## src/rtl/ascon_aead128_pkg.sv

```systemverilog
`default_nettype none
// ascon_aead128_pkg: shared Ascon state/round types, round-count constants and engine FSM encoding.
// Rev 1.0
package ascon_aead128_pkg;

    typedef logic [319:0] ascon_state;
    typedef logic [3:0]   ascon_rnd;

    localparam int ROUNDS_A   = 12;
    localparam int ROUNDS_B   = 8;
    localparam int ROUND_LAST = 11;

    typedef enum logic [1:0] {IDLE, RUN, DONE} engine_fsm;

    function automatic logic [63:0] ror64(input logic [63:0] x, input int unsigned n);
        return (x >> n) | (x << (64 - n));
    endfunction

endpackage
`default_nettype wire

```

## src/rtl/ascon_round_engine_if.sv

```systemverilog
`default_nettype none
// ascon_round_engine_if: request/response valid-ready bundle between mode controller and round engine.
// Rev 1.0
interface ascon_round_engine_if;
    import ascon_aead128_pkg::*;

    logic       in_valid;
    logic       in_ready;
    logic       pb_sel;
    ascon_state state_in;
    logic       out_valid;
    logic       out_ready;
    ascon_state state_out;

    modport master (
        output in_valid, pb_sel, state_in, out_ready,
        input  in_ready, out_valid, state_out
    );

    modport slave (
        input  in_valid, pb_sel, state_in, out_ready,
        output in_ready, out_valid, state_out
    );
endinterface
`default_nettype wire

```

## src/rtl/ascon_round_engine_perm.sv

```systemverilog
`default_nettype none
// ascon_round_engine_perm: one combinational Ascon round (constant add, 5-bit S-box, linear diffusion).
// Rev 1.0
module ascon_round_engine_perm
    import ascon_aead128_pkg::*;
(
    input  ascon_rnd   rnd,
    input  ascon_state current_state,
    output ascon_state next_state
);

    logic [63:0] x0, x1, x2, x3, x4;
    logic [63:0] t0, t1, t2, t3, t4;

    always_comb begin
        x0 = current_state[319:256];
        x1 = current_state[255:192];
        // Round constant is ((15-i)<<4)|i, i.e. {~i, i} for a 4-bit index.
        x2 = current_state[191:128] ^ {56'h0, ~rnd, rnd};
        x3 = current_state[127:64];
        x4 = current_state[63:0];

        x0 = x0 ^ x4;
        x4 = x4 ^ x3;
        x2 = x2 ^ x1;
        t0 = ~x0 & x1;
        t1 = ~x1 & x2;
        t2 = ~x2 & x3;
        t3 = ~x3 & x4;
        t4 = ~x4 & x0;
        x0 = x0 ^ t1;
        x1 = x1 ^ t2;
        x2 = x2 ^ t3;
        x3 = x3 ^ t4;
        x4 = x4 ^ t0;
        x1 = x1 ^ x0;
        x0 = x0 ^ x4;
        x3 = x3 ^ x2;
        x2 = ~x2;

        x0 = x0 ^ ror64(x0, 19) ^ ror64(x0, 28);
        x1 = x1 ^ ror64(x1, 61) ^ ror64(x1, 39);
        x2 = x2 ^ ror64(x2, 1)  ^ ror64(x2, 6);
        x3 = x3 ^ ror64(x3, 10) ^ ror64(x3, 17);
        x4 = x4 ^ ror64(x4, 7)  ^ ror64(x4, 41);

        next_state = {x0, x1, x2, x3, x4};
    end

endmodule
`default_nettype wire

```

## src/rtl/ascon_round_engine.sv

```systemverilog
`default_nettype none
// ascon_round_engine: sequential p^12 / p^8 driver, UNROLL chained rounds per clock, valid/ready in and out.
// Rev 1.0
module ascon_round_engine
    import ascon_aead128_pkg::*;
#(
    parameter int UNROLL = 1
)(
    input  logic                       clk,
    input  logic                       rst_n,
    ascon_round_engine_if.slave        bus
);

    generate
        if (!((UNROLL == 1) || (UNROLL == 2) || (UNROLL == 4)) ||
            (ROUNDS_A % UNROLL != 0) || (ROUNDS_B % UNROLL != 0)) begin : g_bad_unroll
            $error("ascon_round_engine: UNROLL must be 1, 2 or 4");
        end
    endgenerate

    engine_fsm  fsm, fsm_next;
    ascon_rnd   rnd, rnd_next;
    ascon_state state_reg, state_next;
    ascon_state chain [UNROLL+1];

    assign chain[0] = state_reg;

    generate
        for (genvar k = 0; k < UNROLL; k++) begin : g_round
            ascon_round_engine_perm u_perm (
                .rnd           (rnd + 4'(k)),
                .current_state (chain[k]),
                .next_state    (chain[k+1])
            );
        end
    endgenerate

    always_ff @(posedge clk or negedge rst_n) begin
        if (!rst_n) begin
            fsm       <= IDLE;
            rnd       <= '0;
            state_reg <= '0;
        end else begin
            fsm       <= fsm_next;
            rnd       <= rnd_next;
            state_reg <= state_next;
        end
    end

    always_comb begin
        fsm_next   = fsm;
        rnd_next   = rnd;
        state_next = state_reg;
        case (fsm)
            IDLE: begin
                if (bus.in_valid) begin
                    state_next = bus.state_in;
                    // p^8 is the tail of p^12, so it simply starts later in the schedule.
                    rnd_next   = bus.pb_sel ? 4'(ROUNDS_A - ROUNDS_B) : 4'd0;
                    fsm_next   = RUN;
                end
            end
            RUN: begin
                state_next = chain[UNROLL];
                rnd_next   = rnd + 4'(UNROLL);
                if (rnd + 4'(UNROLL - 1) == 4'(ROUND_LAST)) begin
                    fsm_next = DONE;
                end
            end
            DONE: begin
                if (bus.out_ready) begin
                    fsm_next = IDLE;
                end
            end
            default: fsm_next = IDLE;
        endcase
    end

    assign bus.in_ready  = (fsm == IDLE);
    assign bus.out_valid = (fsm == DONE);
    assign bus.state_out = state_reg;

endmodule
`default_nettype wire

```

## src/flat_wrapper.sv

```systemverilog
// flat-port wrapper written by rule: the top's interface ports become plain ports
module ascon_round_engine_flat import ascon_aead128_pkg::*;
#(
    parameter int UNROLL = 1
)
  (clk, rst_n, bus_in_valid, bus_pb_sel, bus_state_in, bus_out_ready, bus_in_ready, bus_out_valid, bus_state_out);
  ascon_round_engine_if bus_i ();
  input  logic clk;
  input  logic rst_n;
  input wire logic [$bits(bus_i.in_valid)-1:0] bus_in_valid;
  input wire logic [$bits(bus_i.pb_sel)-1:0] bus_pb_sel;
  input wire logic [$bits(bus_i.state_in)-1:0] bus_state_in;
  input wire logic [$bits(bus_i.out_ready)-1:0] bus_out_ready;
  output wire logic [$bits(bus_i.in_ready)-1:0] bus_in_ready;
  output wire logic [$bits(bus_i.out_valid)-1:0] bus_out_valid;
  output wire logic [$bits(bus_i.state_out)-1:0] bus_state_out;
  assign bus_i.in_valid = bus_in_valid;
  assign bus_i.pb_sel = bus_pb_sel;
  assign bus_i.state_in = bus_state_in;
  assign bus_i.out_ready = bus_out_ready;
  assign bus_in_ready = bus_i.in_ready;
  assign bus_out_valid = bus_i.out_valid;
  assign bus_state_out = bus_i.state_out;
  ascon_round_engine #(.UNROLL(UNROLL)) u_core (.clk(clk), .rst_n(rst_n), .bus(bus_i));
endmodule
```

## config.mk

```make
export PLATFORM = sky130hd
export DESIGN_NAME = ascon_round_engine_flat
export DESIGN_NICKNAME = d
export VERILOG_FILES = /design/src/rtl/ascon_aead128_pkg.sv /design/src/rtl/ascon_round_engine_if.sv /design/src/rtl/ascon_round_engine_perm.sv /design/src/rtl/ascon_round_engine.sv /design/src/flat_wrapper.sv
export SDC_FILE = /design/constraint.sdc
export NUM_CORES = 2
export LEC_CHECK = 0
export BUFFER_PORTS_ARGS = -buffer_cell sky130_fd_sc_hd__buf_2
export CORE_MARGIN = 4
export CORE_UTILIZATION = 30
export CTS_BUF_LIST = sky130_fd_sc_hd__clkbuf_16
export DETAILED_ROUTE_END_ITERATION = 7
export PLACE_DENSITY = 0.58
export SLEW_MARGIN = 25
export SYNTH_ARGS = -nofsm -noshare
export SYNTH_HDL_FRONTEND = slang
export SYNTH_SLANG_ARGS = --single-unit
export TNS_END_PERCENT = 5
```

## constraint.sdc

```tcl
create_clock -name clk -period 2.12 [get_ports clk]
set_input_delay 0.106 -clock clk [delete_from_list [all_inputs] [get_ports clk]]
set_output_delay 0.106 -clock clk [all_outputs]
set_load 0.005 [all_outputs]
```

# After elaboration in Yosys (flattened, before gate mapping)
# Index checks and enable logic that the tools add are counted.
dict set report op_classes {
  addsub 1
  multipliers 0
  div_mod_pow 0
  n_lt_le_gt_ge 0
  n_eq_ne 6
  shift 0
  n_mux 9
  n_bitwise 44
  reduce_logical 4
}
# cell n
set op_table {}
lappend op_table {{XOR 64 bit} 21}
lappend op_table {{case mux 320 bit (2 select lines)} 1}
lappend op_table {{inverter 64 bit} 6}
lappend op_table {{bitwise AND 64 bit} 5}
lappend op_table {{two-way mux 320 bit} 1}
lappend op_table {{OR 23 x 64 -> 64 bit} 1}
lappend op_table {{OR 25 x 64 -> 64 bit} 1}
lappend op_table {{OR 3 x 64 -> 64 bit} 1}
lappend op_table {{OR 36 x 64 -> 64 bit} 1}
lappend op_table {{OR 45 x 64 -> 64 bit} 1}
lappend op_table {{OR 47 x 64 -> 64 bit} 1}
lappend op_table {{OR 54 x 64 -> 64 bit} 1}
lappend op_table {{OR 57 x 64 -> 64 bit} 1}
lappend op_table {{OR 58 x 64 -> 64 bit} 1}
lappend op_table {{OR 63 x 64 -> 64 bit} 1}
lappend op_table {{XOR 64 x 8 -> 64 bit} 1}
lappend op_table {{case mux 4 bit (2 select lines)} 1}
lappend op_table {{two-way mux 2 bit} 3}
lappend op_table {{case mux 2 bit (3 select lines)} 1}
lappend op_table {{adder 4 x 1 -> 4 bit, second input constant} 1}
lappend op_table {{equality test 4 bit, second input constant} 1}
lappend op_table {{two-way mux 4 bit} 1}
lappend op_table {{inequality test 2 bit, second input constant} 2}
lappend op_table {{inverter 4 bit} 1}
lappend op_table {{other kinds (8)} 8}
dict set report word_totals {
  ff_bits 326
  latchBits 0
  ramBits 0
  rom_bits 0
  inputBits 325
  output_inout_bits 322
  wordCells 67
  mem_count 0
}

# Longest topological paths before layout
dict set report depth {
  depth_word 11
  mapped_depth 10
  ltp_nobuf 7
}

# Hierarchy
# From an unflattened synthesis, not the netlist that was laid out.
dict set report unflattened {
  hier_cells 3337
  hier_area_um2 33683.6
}
# module n_inst cells_per_inst area_each_um2
set by_module_without_submodules {}
lappend by_module_without_submodules {ascon_round_engine 1 1740 17775.8}
lappend by_module_without_submodules {ascon_round_engine_perm 1 1597 15907.8}

# Worst setup path before layout
# OpenSTA, ideal clock, no wires.
dict set report synth_path {
  path_kind {register to register}
  startpoint {reg u_core.state_reg[241], in the netlist u_core.bus.state_out[241]}
  endpoint {reg u_core.state_reg[96], in the netlist u_core.bus.state_out[96]}
  setup_time_ps 126
  t_arrival_ps 2048
  required_ps 1994
  setup_slack_ps -54
  path_stages_with_launch 7
  synth_period_minus_slack_ps 2174
  path_cell_list {dfrtp_1 inv_1 ha_1 xnor2_1 xnor2_1 xnor3_1 a221o_1}
}
dict set report synth_between {
  elab_chain_cells 6
}
# item line_no
set synth_rtl {}
lappend synth_rtl {{start: declaration} ascon_round_engine.sv:23} ;# ascon_state state_reg, state_next;
lappend synth_rtl {{start signal: assignment} ascon_round_engine.sv:46} ;# state_reg <= state_next;
lappend synth_rtl {{XOR 64 bit} ascon_round_engine_perm.sv:25} ;# x2 = x2 ^ x1;
lappend synth_rtl {{XOR 64 bit} ascon_round_engine_perm.sv:33} ;# x2 = x2 ^ t3;
lappend synth_rtl {{XOR 64 bit} ascon_round_engine_perm.sv:38} ;# x3 = x3 ^ x2;
lappend synth_rtl {{OR 47 x 64 -> 64 bit} ascon_aead128_pkg.sv:16} ;# return (x >> n) | (x << (64 - n));
lappend synth_rtl {{XOR 64 bit} ascon_round_engine_perm.sv:44} ;# x3 = x3 ^ ror64(x3, 10) ^ ror64(x3, 17);
lappend synth_rtl {{case mux 320 bit (2 select lines)} ascon_round_engine.sv:54} ;# case (fsm)
# No other way between the ends.
# A chain may end at the register's enable or synchronous reset.

# Worst setup path after layout
dict set report layout_path {
  startpoint {reg u_core.state_reg[237], in the netlist u_core.bus.state_out[237]}
  endpoint {reg u_core.state_reg[92], in the netlist u_core.bus.state_out[92]}
}
# Same word-level chain as after synthesis.

==> metrics <==
area occupied by multi-input gates 21,800 um^2; Synth Instances 2,880; fraction of layout cells with a size suffix above 1 41.3%; htree depth 2; Fmax 453 MHz; CP arrival 2.69 ns; DP HPWL 154,000 um; top-area cell type share of the netlist area 27.1%; CTS root buf clkbuf_16; maxcap violations 0; Async SR Flop Fraction 100%; Max clock buf depth 3; Via-to-Cell Ratio 5.26; Post-synth EDFFs 0; RSZ-0062 raised after global routing true; DRT Pass-1 Iters 7; most common cell after layout, fill and taps aside buf_4; Main synth FF type dfrtp_1; setup violators final 35; initial DRC count 3,227; total track usage 33.9%; Worst-Margin Slew 0.580 ns; register area 8190 um^2; Rows 115; RD Place Congestion 1.09; die area 105,000 um^2; sequential fraction of the synthesis area 27.1%; Final Skew 0.0220 ns; critical path fanouts, max 2; CP dominant cell by count xnor2_2; largest cells by area after synthesis dfrtp_1, xnor3_1, xnor2_1; worst min path class in2async; Area Growth Syn to Fin 58.7%; Post-Place Worst Slack -0.414 ns; insertion delay to the later sink of the worst-skew pair 0.61 ns; min Tclk post-route 2.21 ns; endpoint type of the worst setup path flip-flop; Reg clk slew, reported paths 0.06 ns; CP delay by family, top XOR/XNOR gates; WL final 186,000 um; final std cells w/o fill 5,948; Starting Density 30.4%; failing checks hold timing, setup timing; status complete, but fails checks; initial antenna violation count 20; Startpoint Class flip-flop; Ports 647; CTS tree built; # placed instances 5,529; Die H 324 um; R2R setup slack -0.09 ns; critical path's slowest cell xnor3_1; final instance area 47,700 um^2; leading cell types in the layout, fill and taps excluded buf_4, buf_2, dlygate4sd3_1; Layout fillers 9,233; hold slack -0.00172 ns; fin worst setup slack -0.0861 ns; Overflow after GRT 0; Die Span X 324 um; Seq cells post-synth 326; Routed Antenna Nets 0; post-synth top area cell dfrtp_1; CP bufs+invs 2; count of final hold-check violations 1; largest net degree at the start of global routing 56; Syn Std Cell Area 30,000 um^2; first-pass GRT wire length 250,000 um; Cell variety after synth 48; Synthesis Warnings 0; IO Port Bufs 646; Max stage delay on crit path 0.46 ns; Tcrit/Tclk final 104%; Final nets 5,073; number of global-route vias before repair 31,200; Core ar. 98,900 um^2; CTS buffer count 46; Rel. slew slack 61.3%; clock sink count 326; Slew Limit Fails 0; routed len/inst 31.3 um; CP Data Required Time 2.61 ns; syn avg cell area 10.4 um^2; crit-path cells inv_1, ha_1, xnor2_2, xnor2_2, buf_4, xnor3_1, a211o_1; Syn Nets 3,334; kind of critical path reg2reg; post-placement cell area 41,800 um^2; DRC 0; DR vias 31,300
## synthesized netlist by cell type (8+ instances only)
master and count:
clkbuf_1 79, mux2i_1 61, a31oi_1 40, inv_1 175
a211oi_1 15, a22oi_1 114, maj3_1 30, ha_1 129
a221o_1 13, and3_1 61, xor2_1 216, nand2_1 198
xnor2_1 330, a21oi_1 97, xnor2_2 96, inv_2 8
o21ai_0 128, buf_2 40, o22ai_1 10, o21ai_1 165
dfrtp_1 326, maj3_2 14, xnor3_1 250, nor2_1 195
## logic make-up (layout without fill, tap and decap cells)
kind of cell	after synthesis	count (layout)	share of synthesized area, %
buffers and inverters	310	2084	4.06
AND/OR/NAND/NOR	476	476	6.64
adder cells (fa/ha/maj)	173	173	6.90
other	0	7	0
flip-flops	326	326	27.1
multiplexers	61	61	2.03
XOR/XNOR	904	904	40.7
AO/OA/AOI/OAI	630	630	12.5
## worst reg2reg max path, delay by kind of cell (launching register included)
kind,cells,cell delay [ns]
DFF,1,0.36
buffers and inverters,2,0.23
adders and majority gates,1,0.31
xor gates and xnor gates,3,0.88
AOI/OAI and AO/OA,1,0.31
## what timing repair did
item | in CTS | in global routing
endpoints found under the hold margin | 633 | 0
buffers inserted | 5 | 16
pin swaps | 24 | 54
setup endpoints to repair | 114 | 170
gates resized for setup | 82 | 165
hold buffers | 308 | 0
## per-stage QoR
stage	TNS, ns	util [%]	hold WS, ns
after floorplan	-0.183	-	-0.190
after global placement	-6.53	42.3	0.0566
after detailed placement	-7.33	42.3	0.0594
after CTS	-1.73	47.3	0.00137
after global routing	-2.85	48.2	0.0405
final	-1.08	48.3	-0.00172
## area by class of cell
| cell class | count | share of cell area (%) |
|---|---|---|
| inverters | 183 | 1.44 |
| clock inverters | 34 | 0.553 |
| repair buffers | 1818 | 29.1 |
| diodes | 7 | 0.0367 |
| well taps | 1287 | 3.38 |
| flip-flops and latches | 326 | 17.2 |
| multi-input cells | 2244 | 45.8 |
| clock buffers | 49 | 2.57 |
## path summary, 6_finish.rpt
check | from | depth (start not counted) | endpoint
worst max register to register | u_core.bus.state_out[237]$_DFFE_PN0P_ | 7 | u_core.bus.state_out[92]$_DFFE_PN0P_
min in group clk | bus_state_in[31] | 4 | u_core.bus.state_out[31]$_DFFE_PN0P_
worst max-delay path | u_core.bus.state_out[237]$_DFFE_PN0P_ | 7 | u_core.bus.state_out[92]$_DFFE_PN0P_
worst min-delay path | rst_n | 2 | u_core.bus.state_out[138]$_DFFE_PN0P_
max in group asynchronous | rst_n | 3 | u_core.bus.state_out[29]$_DFFE_PN0P_
worst min register to register | u_core.bus.state_out[126]$_DFFE_PN0P_ | 2 | u_core.bus.state_out[126]$_DFFE_PN0P_
## sequential cells by signal, summed over array words and instances (netlist names)
signal and flops:
u_core.rnd 4, u_core.bus.state_out 320, u_core.fsm 2
## routing by layer
metal | track usage (%) | share of wire, % | up-vias
met5 | 0 | 0.086 | -
met4 | 20.2 | 7.2 | 22
met3 | 9.51 | 10 | 496
met2 | 54.0 | 45 | 1867
met1 | 41.0 | 37 | 15500
li1 | - | - | 13400
Power is left out: the tool's default activity adds up to more than one toggle a clock period on the data nets, which glitch-free logic cannot reach.
